--- config.mk ---
export PLATFORM = sky130hd
export DESIGN_NAME = a2d_resp
export DESIGN_NICKNAME = d
export VERILOG_FILES = /design/src/rtl/a2d_resp.sv
export SDC_FILE = /design/constraint.sdc
export NUM_CORES = 1
export LEC_CHECK = 0
export BUFFER_PORTS_ARGS = -buffer_cell sky130_fd_sc_hd__buf_2
export CAP_MARGIN = 30
export CORE_UTILIZATION = 44
export CTS_CLUSTER_DIAMETER = 120
export DETAILED_ROUTE_END_ITERATION = 8
export PLACE_DENSITY = 0.72
export SLEW_MARGIN = 15
export SYNTH_ARGS = -nofsm -noshare
export SYNTH_HDL_FRONTEND = slang
export SYNTH_SLANG_ARGS = --single-unit
export TNS_END_PERCENT = 30
--- constraint.sdc ---
create_clock -name clk -period 1.5 [get_ports clk]
set_input_delay 0.375 -clock clk [delete_from_list [all_inputs] [get_ports clk]]
set_output_delay 0.375 -clock clk [all_outputs]
set_load 0.01 [all_outputs]
--- src/rtl/a2d_resp.sv ---
// SPI responder (mode 0) for an 8-channel A2D front end: returns the channel
// addressed by the previous complete command frame, MSB first on MISO.
module a2d_resp #(
    parameter logic [2:0] DEF_CH = 3'd0
) (
    input  logic        clk,
    input  logic        rst,
    input  logic        SCLK,
    input  logic        MOSI,
    input  logic        SS_n,
    input  logic [95:0] chan_vals,
    output logic        MISO,
    output logic [15:0] cmd,
    output logic        cmd_vld,
    output logic        frame_err
);

    typedef enum logic {IDLE, SHIFT} state_t;

    state_t      state_q, state_d;
    // [0] first sync flop, [1] second sync flop, [2] history flop
    logic [2:0]  sclk_sync_q, sclk_sync_d;
    logic [2:0]  mosi_sync_q, mosi_sync_d;
    logic [2:0]  ss_sync_q, ss_sync_d;
    logic [1:0]  sync_vld_q, sync_vld_d;
    logic        armed_q, armed_d;
    logic [15:0] tx_q, tx_d;
    logic [15:0] rx_q, rx_d;
    logic [4:0]  bit_cnt_q, bit_cnt_d;
    logic [2:0]  sel_ch_q, sel_ch_d;
    logic [15:0] cmd_q, cmd_d;
    logic        cmd_vld_q, cmd_vld_d;
    logic        frame_err_q, frame_err_d;

    logic sclk_rise, sclk_fall, ss_rise, ss_fall;

    assign sclk_rise = sclk_sync_q[1] & ~sclk_sync_q[2];
    assign sclk_fall = ~sclk_sync_q[1] & sclk_sync_q[2];
    assign ss_rise   = ss_sync_q[1] & ~ss_sync_q[2];
    assign ss_fall   = ~ss_sync_q[1] & ss_sync_q[2];

    always_comb begin
        state_d     = state_q;
        sclk_sync_d = {sclk_sync_q[1:0], SCLK};
        mosi_sync_d = {mosi_sync_q[1:0], MOSI};
        ss_sync_d   = {ss_sync_q[1:0], SS_n};
        sync_vld_d  = {sync_vld_q[0], 1'b1};
        armed_d     = armed_q;
        tx_d        = tx_q;
        rx_d        = rx_q;
        bit_cnt_d   = bit_cnt_q;
        sel_ch_d    = sel_ch_q;
        cmd_d       = cmd_q;
        cmd_vld_d   = 1'b0;
        frame_err_d = 1'b0;

        // A select that is already low when reset releases must go high
        // (as seen through a flushed synchronizer) before a fall counts.
        if (sync_vld_q[1] && ss_sync_q[1]) begin
            armed_d = 1'b1;
        end

        case (state_q)
            IDLE: begin
                if (ss_fall && armed_q) begin
                    state_d   = SHIFT;
                    tx_d      = {4'b0000, chan_vals[32'(sel_ch_q) * 12 +: 12]};
                    bit_cnt_d = 5'd0;
                end
            end
            SHIFT: begin
                if (ss_rise) begin
                    state_d = IDLE;
                    if (bit_cnt_q == 5'd16) begin
                        cmd_d     = rx_q;
                        sel_ch_d  = rx_q[13:11];
                        cmd_vld_d = 1'b1;
                    end else begin
                        frame_err_d = 1'b1;
                    end
                end else begin
                    if (sclk_fall) begin
                        tx_d = {tx_q[14:0], 1'b0};
                    end
                    // MOSI history sample lines up with the pre-edge SCLK sample
                    if (sclk_rise) begin
                        rx_d = {rx_q[14:0], mosi_sync_q[2]};
                        if (bit_cnt_q != 5'd17) begin
                            bit_cnt_d = bit_cnt_q + 5'd1;
                        end
                    end
                end
            end
            default: state_d = IDLE;
        endcase
    end

    always_ff @(posedge clk) begin
        if (rst) begin
            state_q     <= IDLE;
            sclk_sync_q <= 3'b000;
            mosi_sync_q <= 3'b000;
            ss_sync_q   <= 3'b111;
            sync_vld_q  <= 2'b00;
            armed_q     <= 1'b0;
            tx_q        <= 16'h0000;
            rx_q        <= 16'h0000;
            bit_cnt_q   <= 5'd0;
            sel_ch_q    <= DEF_CH;
            cmd_q       <= 16'h0000;
            cmd_vld_q   <= 1'b0;
            frame_err_q <= 1'b0;
        end else begin
            state_q     <= state_d;
            sclk_sync_q <= sclk_sync_d;
            mosi_sync_q <= mosi_sync_d;
            ss_sync_q   <= ss_sync_d;
            sync_vld_q  <= sync_vld_d;
            armed_q     <= armed_d;
            tx_q        <= tx_d;
            rx_q        <= rx_d;
            bit_cnt_q   <= bit_cnt_d;
            sel_ch_q    <= sel_ch_d;
            cmd_q       <= cmd_d;
            cmd_vld_q   <= cmd_vld_d;
            frame_err_q <= frame_err_d;
        end
    end

    assign MISO      = (state_q == SHIFT) & tx_q[15];
    assign cmd       = cmd_q;
    assign cmd_vld   = cmd_vld_q;
    assign frame_err = frame_err_q;

endmodule

==> results of run 1 <==
worst min path at each step:
stage,start,to,slack (ns),cells past startpoint
2_1_floorplan,ss_sync_q[0],ss_sync_q[1],0.39,1
3_3_place_gp,ss_sync_q[0],ss_sync_q[1],0.40,1
3_5_place_dp,ss_sync_q[0],ss_sync_q[1],0.40,1
4_1_cts,SS_n,ss_sync_q[0],0.20,2
5_1_grt,SS_n,ss_sync_q[0],0.20,2
6_report,SS_n,ss_sync_q[0],0.21,2
kinds of logic (layout without fill, tap and decap cells):
| group | after synthesis | count (layout) |
|---|---|---|
| DFF | 68 | 68 |
| buffers and inverters | 30 | 161 |
| AOI/OAI and AO/OA | 76 | 76 |
| xor gates and xnor gates | 1 | 1 |
| adders and majority gates | 3 | 3 |
| muxes | 27 | 27 |
| and+or+nand+nor | 118 | 118 |
power breakdown:
group	switching, W	total [W]	internal, W
sequential	0.0000114	0.00183	0.00182
clock	0.000704	0.00139	0.000689
combinational	0.000115	0.000281	0.000167
total	0.000830	0.00351	0.00268
synth_stat cells, drive strengths merged, types with 2 or more instances:
library cell / number
nand2: 73
o21ai: 11
or2: 3
nand4: 3
and4bb: 2
nor2: 6
nand3: 9
inv: 4
nor2b: 8
mux2i: 2
nor3: 3
clkbuf: 10
nand4bb: 2
dfxtp: 68
ha: 3
buf: 16
and3: 4
a22oi: 21
mux4: 24
a21oi: 38
sequential cells by signal, indices dropped and copies added (netlist names), 2 cells and up:
register	cells
bit_cnt_q	5
cmd	14
sel_ch_q	2
ss_sync_q	3
sync_vld_q	2
tx_q	16
sclk_sync_q	3
rx_q	16
mosi_sync_q	3
layout make-up:
cell class              instances  share of cell area
clock inverters                 5             0.00841
repair buffers                141               0.204
clock buffers                  11              0.0351
multi-input cells             225               0.403
inverters                       4             0.00348
flip-flops and latches         68               0.318
well taps                      96              0.0279
through the flow:
stage / area [um^2] / util / worst slack, ns / hold WS, ns
after floorplan: 3190 / - / 0.000304 / 0.389
after global placement: 3980 / 0.579 / 0.0428 / 0.397
after detailed placement: 3980 / 0.579 / 0.000294 / 0.404
after CTS: 4190 / 0.611 / -0.0148 / 0.198
after global routing: 4310 / 0.628 / -0.0300 / 0.201
final: 4310 / 0.628 / 0.0256 / 0.211
timing repair:
action	in CTS	in global routing
gates resized for setup	5	25
pin swaps	0	4
endpoints found under the setup margin	6	43
gates cloned	0	2
buffers inserted	1	0
hold endpoints to repair	0	0
routing by layer:
metal  up-vias  wire, um  track usage
met2       102      4400        0.379
met5         -         0            0
met3        15       376       0.0569
met1      1383      3450        0.269
li1       1419         -            -
met4         0       142        0.106
==> results.cfg, run 1 <==
[run_status]
outcome = finished, final reports clean

[synth]
yosys.area.top_type_share = 0.429
synthMuxAreaShare = 0.180
synth_xor_area_frac = 0.00276
syn_avg_cell_area_um2 = 9.83
synthFlopType = dfxtp_1
synthAdderAreaFrac = 0.0118
async_flop_share = 0
synth_top_family_by_area = multiplexers
synth.area.top_cells = dfxtp_1, mux4_2, nand2_1
syn_area_mm2 = 0.00317
synth-warning-count = 0
synth_nets = 427
synth_cell_types = 38
synth_cells = 323
ys_seq_area_frac = 0.429
synth_seq_cells = 68
yosys.area.top_type = dfxtp_1
synth_compound_area_frac = 0.149
synthSimpleGateAreaFrac = 0.177
synth-edff-count = 0

[cts]
cts.path.max_buffers = 2
cts_tree = built
cts_made_buffers = 9
cts-root-buf = clkbuf_8
clock_sinks = 68
hold_buffers = 0
insertion_delay_ns = 0.35
cts-htree-levels = 3
clk_pin_slew_ns = 0.08

[global_route]
grt_first_pass_wirelength_um = 12900
antenna_found_initial = 0
grt_pass1_vias = 2789
grt_usage = 0.225
grt_start_max_net_pins = 43
overflow = 0

[hold_path]
hold_class = input pin to register

[placed_design]
gp_congestion = 0.833
dp.cells = 531
dp_hpwl_um = 6050
io_buffers = 119

[critical_path]
worst-r2r-cell-count = 4
path_class = register to register
r2r-start = sel_ch_q[1]
path_cells = buf_8 > mux4_2 > a22oi_2 > o21ai_1
timing.rr.end = tx_q[7]
path_max_fanout = 7
arrival_ns = 1.70
required_ns = 1.73
cp_num_cells = 4
start_kind = register
cp.buffers_inverters = 1
worstSetupEndpointType = register
crit_slowest_cell = mux4_2
path_delay_family = multiplexers
crit_path_max_incr_delay_ns = 0.55
crit_end = tx_q[7]
cp-startpoint = sel_ch_q[1]
reg2reg_slack_ns = 0.03

[final_layout]
nNetsFinal = 553
antenna_cells = 0
syn_to_final_growth_pct = 35.9
final_common_cell = buf_2
multi_input_area_mm2 = 0.00174
fin_cells = 550
layout-drive-gt1-share = 0.463
ff_latch_area_mm2 = 0.00137
fillers = 584
layout_common_cells = buf_2, nand2_1, dfxtp_1, a21oi_1, mux4_2

[flow_run]
maxCapViolCount = 0

[sta]
fmax_mhz = 678
finalHoldViolations = 0
finalMaxSlewViolations = 0
max_slew_margin = 0.763
fin_crit_sh = 0.983
setup_violations = 0
layout_min_cycle_time_ns = 1.47
clock_skew_ns = 0.00792
rsz0062_at_grt = true
tns_ns = 0
worst_pin_slew_ns = 0.355

[drt]
dr.pass1.iters = 4
drt_iter0_markers = 120
drc = 0
ant_nets = 0
via_per_inst = 5.31
wire_per_inst_um = 15.2
wl_um = 8370
via_count = 2919

[floorplanning]
row_count = 30
die_w_um = 86.9
coreArea_mm2 = 0.00687
die_h_um = 86.9
io_pins = 120
start_util = 0.462
die_area_mm2 = 0.00756

[pwr]
vdd_drop_max_uv = 475
p_total_w = 0.00351
p_leak_nw = 1.67
p_per_area_mw_per_mm2 = 813
Note: power is estimated with default switching activity, not from simulation.
==> run 2: changes to the inputs <==
--- a/config.mk
+++ b/config.mk
@@ -11,6 +11,7 @@
 export CTS_CLUSTER_DIAMETER = 120
 export DETAILED_ROUTE_END_ITERATION = 8
 export PLACE_DENSITY = 0.72
+export SETUP_SLACK_MARGIN = 0.05
 export SLEW_MARGIN = 15
 export SYNTH_ARGS = -nofsm -noshare
 export SYNTH_HDL_FRONTEND = slang
==> run 2 against run 1 <==
- critical endpoint is now tx_q[0]
- critical path type unchanged
- register-to-register slack hardly changed
- hold slack better by 0.0056 ns
- clock skew down 0.0023 ns
- sequential cell count unchanged
==> results.cfg, run 2 (synthesized netlist as in run 1, its figures left out) <==
[critical_path]
path_cells = buf_8 > mux4_2 > mux2i_2 > o32ai_1
start_kind = register
r2r-start = sel_ch_q[1]
worstSetupEndpointType = register
cp-startpoint = sel_ch_q[1]
crit_slowest_cell = mux4_2
required_ns = 1.73
path_class = register to register
cp.buffers_inverters = 1
path_max_fanout = 7
arrival_ns = 1.71
path_delay_family = multiplexers
crit_path_max_incr_delay_ns = 0.51

[pwr]
p_per_area_mw_per_mm2 = 768
vdd_drop_max_uv = 459
p_leak_nw = 1.72

[cts]
cts.path.max_buffers = 2
hold_buffers = 0
clk_pin_slew_ns = 0.07
clock_sinks = 68
insertion_delay_ns = 0.34
cts-htree-levels = 3
cts-root-buf = clkbuf_8
cts_tree = built
cts_made_buffers = 9

[sta]
layout_min_cycle_time_ns = 1.48
finalMaxSlewViolations = 0
rsz0062_at_grt = true
setup_slack_ns = 0.0159
fmax_mhz = 674
clock_skew_ns = 0.00563
fin_crit_sh = 0.989
setup_violations = 0
finalHoldViolations = 0
max_slew_margin = 0.773
holdWs_ns = 0.217
worst_pin_slew_ns = 0.341

[floorplanning]
die_h_um = 86.9
start_util = 0.462
die_area_mm2 = 0.00756
die_w_um = 86.9
row_count = 30
coreArea_mm2 = 0.00687
io_pins = 120

[final_layout]
syn_to_final_growth_pct = 39.3
layout_common_cells = buf_2, nand2_1, dfxtp_1, a21oi_1, mux4_2
fillers = 571
nNetsFinal = 556
final_common_cell = buf_2
layout-drive-gt1-share = 0.492

[flow_run]
maxCapViolCount = 0

[global_route]
antenna_found_initial = 2
grt_pass1_vias = 2853
overflow = 0
grt_start_max_net_pins = 51
grt_usage = 0.237
grt_first_pass_wirelength_um = 13600

[drt]
wl_um = 8440
via_per_inst = 5.26
dr.pass1.iters = 6
ant_nets = 0
via_count = 2920
wire_per_inst_um = 15.2
drc = 0
drt_iter0_markers = 147

[hold_path]
hold_class = input pin to register
hp-start = SS_n

[placed_design]
gp_congestion = 0.808
io_buffers = 119
dp_slack_ns = -0.0845
dp_hpwl_um = 5730

[run_status]
outcome = finished, final reports clean
==> run 2: final cells by class <==
cell class	instances	area, um^2	area share
Antenna cell	2	5.00	0.00113
Tap cell	96	120	0.0272
Sequential cell	68	1370	0.310
Multi-Input combinational cell	225	1780	0.403
Timing Repair Buffer	144	965	0.218
Clock inverter	2	10.0	0.00226
Inverter	4	15.0	0.00340
Clock buffer	14	153	0.0345
==> run 2: per-stage QoR <==
stage          setup TNS (ns)  cell area, um^2  total power (W)  std cells  utilization
2_1_floorplan               0             3200          0.00198        323            -
3_3_place_gp           -0.412             3970          0.00213        532        0.578
3_5_place_dp           -0.987             3970          0.00214        532        0.578
4_1_cts                     0             4250          0.00341        550        0.619
5_1_grt                -0.176             4420          0.00353        555        0.644
6_report                    0             4420          0.00340        555        0.644
==> run 2: power breakdown <==
part | internal [W] | switching [W]
registers | 0.00182 | 0.0000105
clock network | 0.000642 | 0.000642
logic | 0.000170 | 0.000108
==> run 2: worst reg2reg max path, stage by stage (launching register included) <==
cell and delay (ns):
dfxtp_4 0.43, buf_8 0.16, mux4_2 0.51, mux2i_2 0.18, o32ai_1 0.09
==> run 2: metal layers <==
layer  up-vias  share of wire  routed length [um]  track usage
met5         -              0                   0            0
met1      1372           0.41                3440        0.283
met4         0          0.017                 143        0.141
met3        14          0.051                 429       0.0417
met2       110           0.52                4430        0.401
li1       1424              -                   -            -
==> run 2: repair_timing <==
item,CTS,global route
setup endpoints to repair,26,52
buffers inserted,0,2
gates cloned,2,1
gates resized for setup,21,30
endpoints found under the hold margin,0,0
pin swaps,7,6
==> run 2: path summary, 6_finish.rpt <==
check	to	slack, ns	cells after the start
worst min-delay path	ss_sync_q[0]	0.22	2
worst max register to register	tx_q[0]	0.02	4
worst max-delay path	tx_q[0]	0.02	4
worst min register to register	ss_sync_q[1]	0.42	1
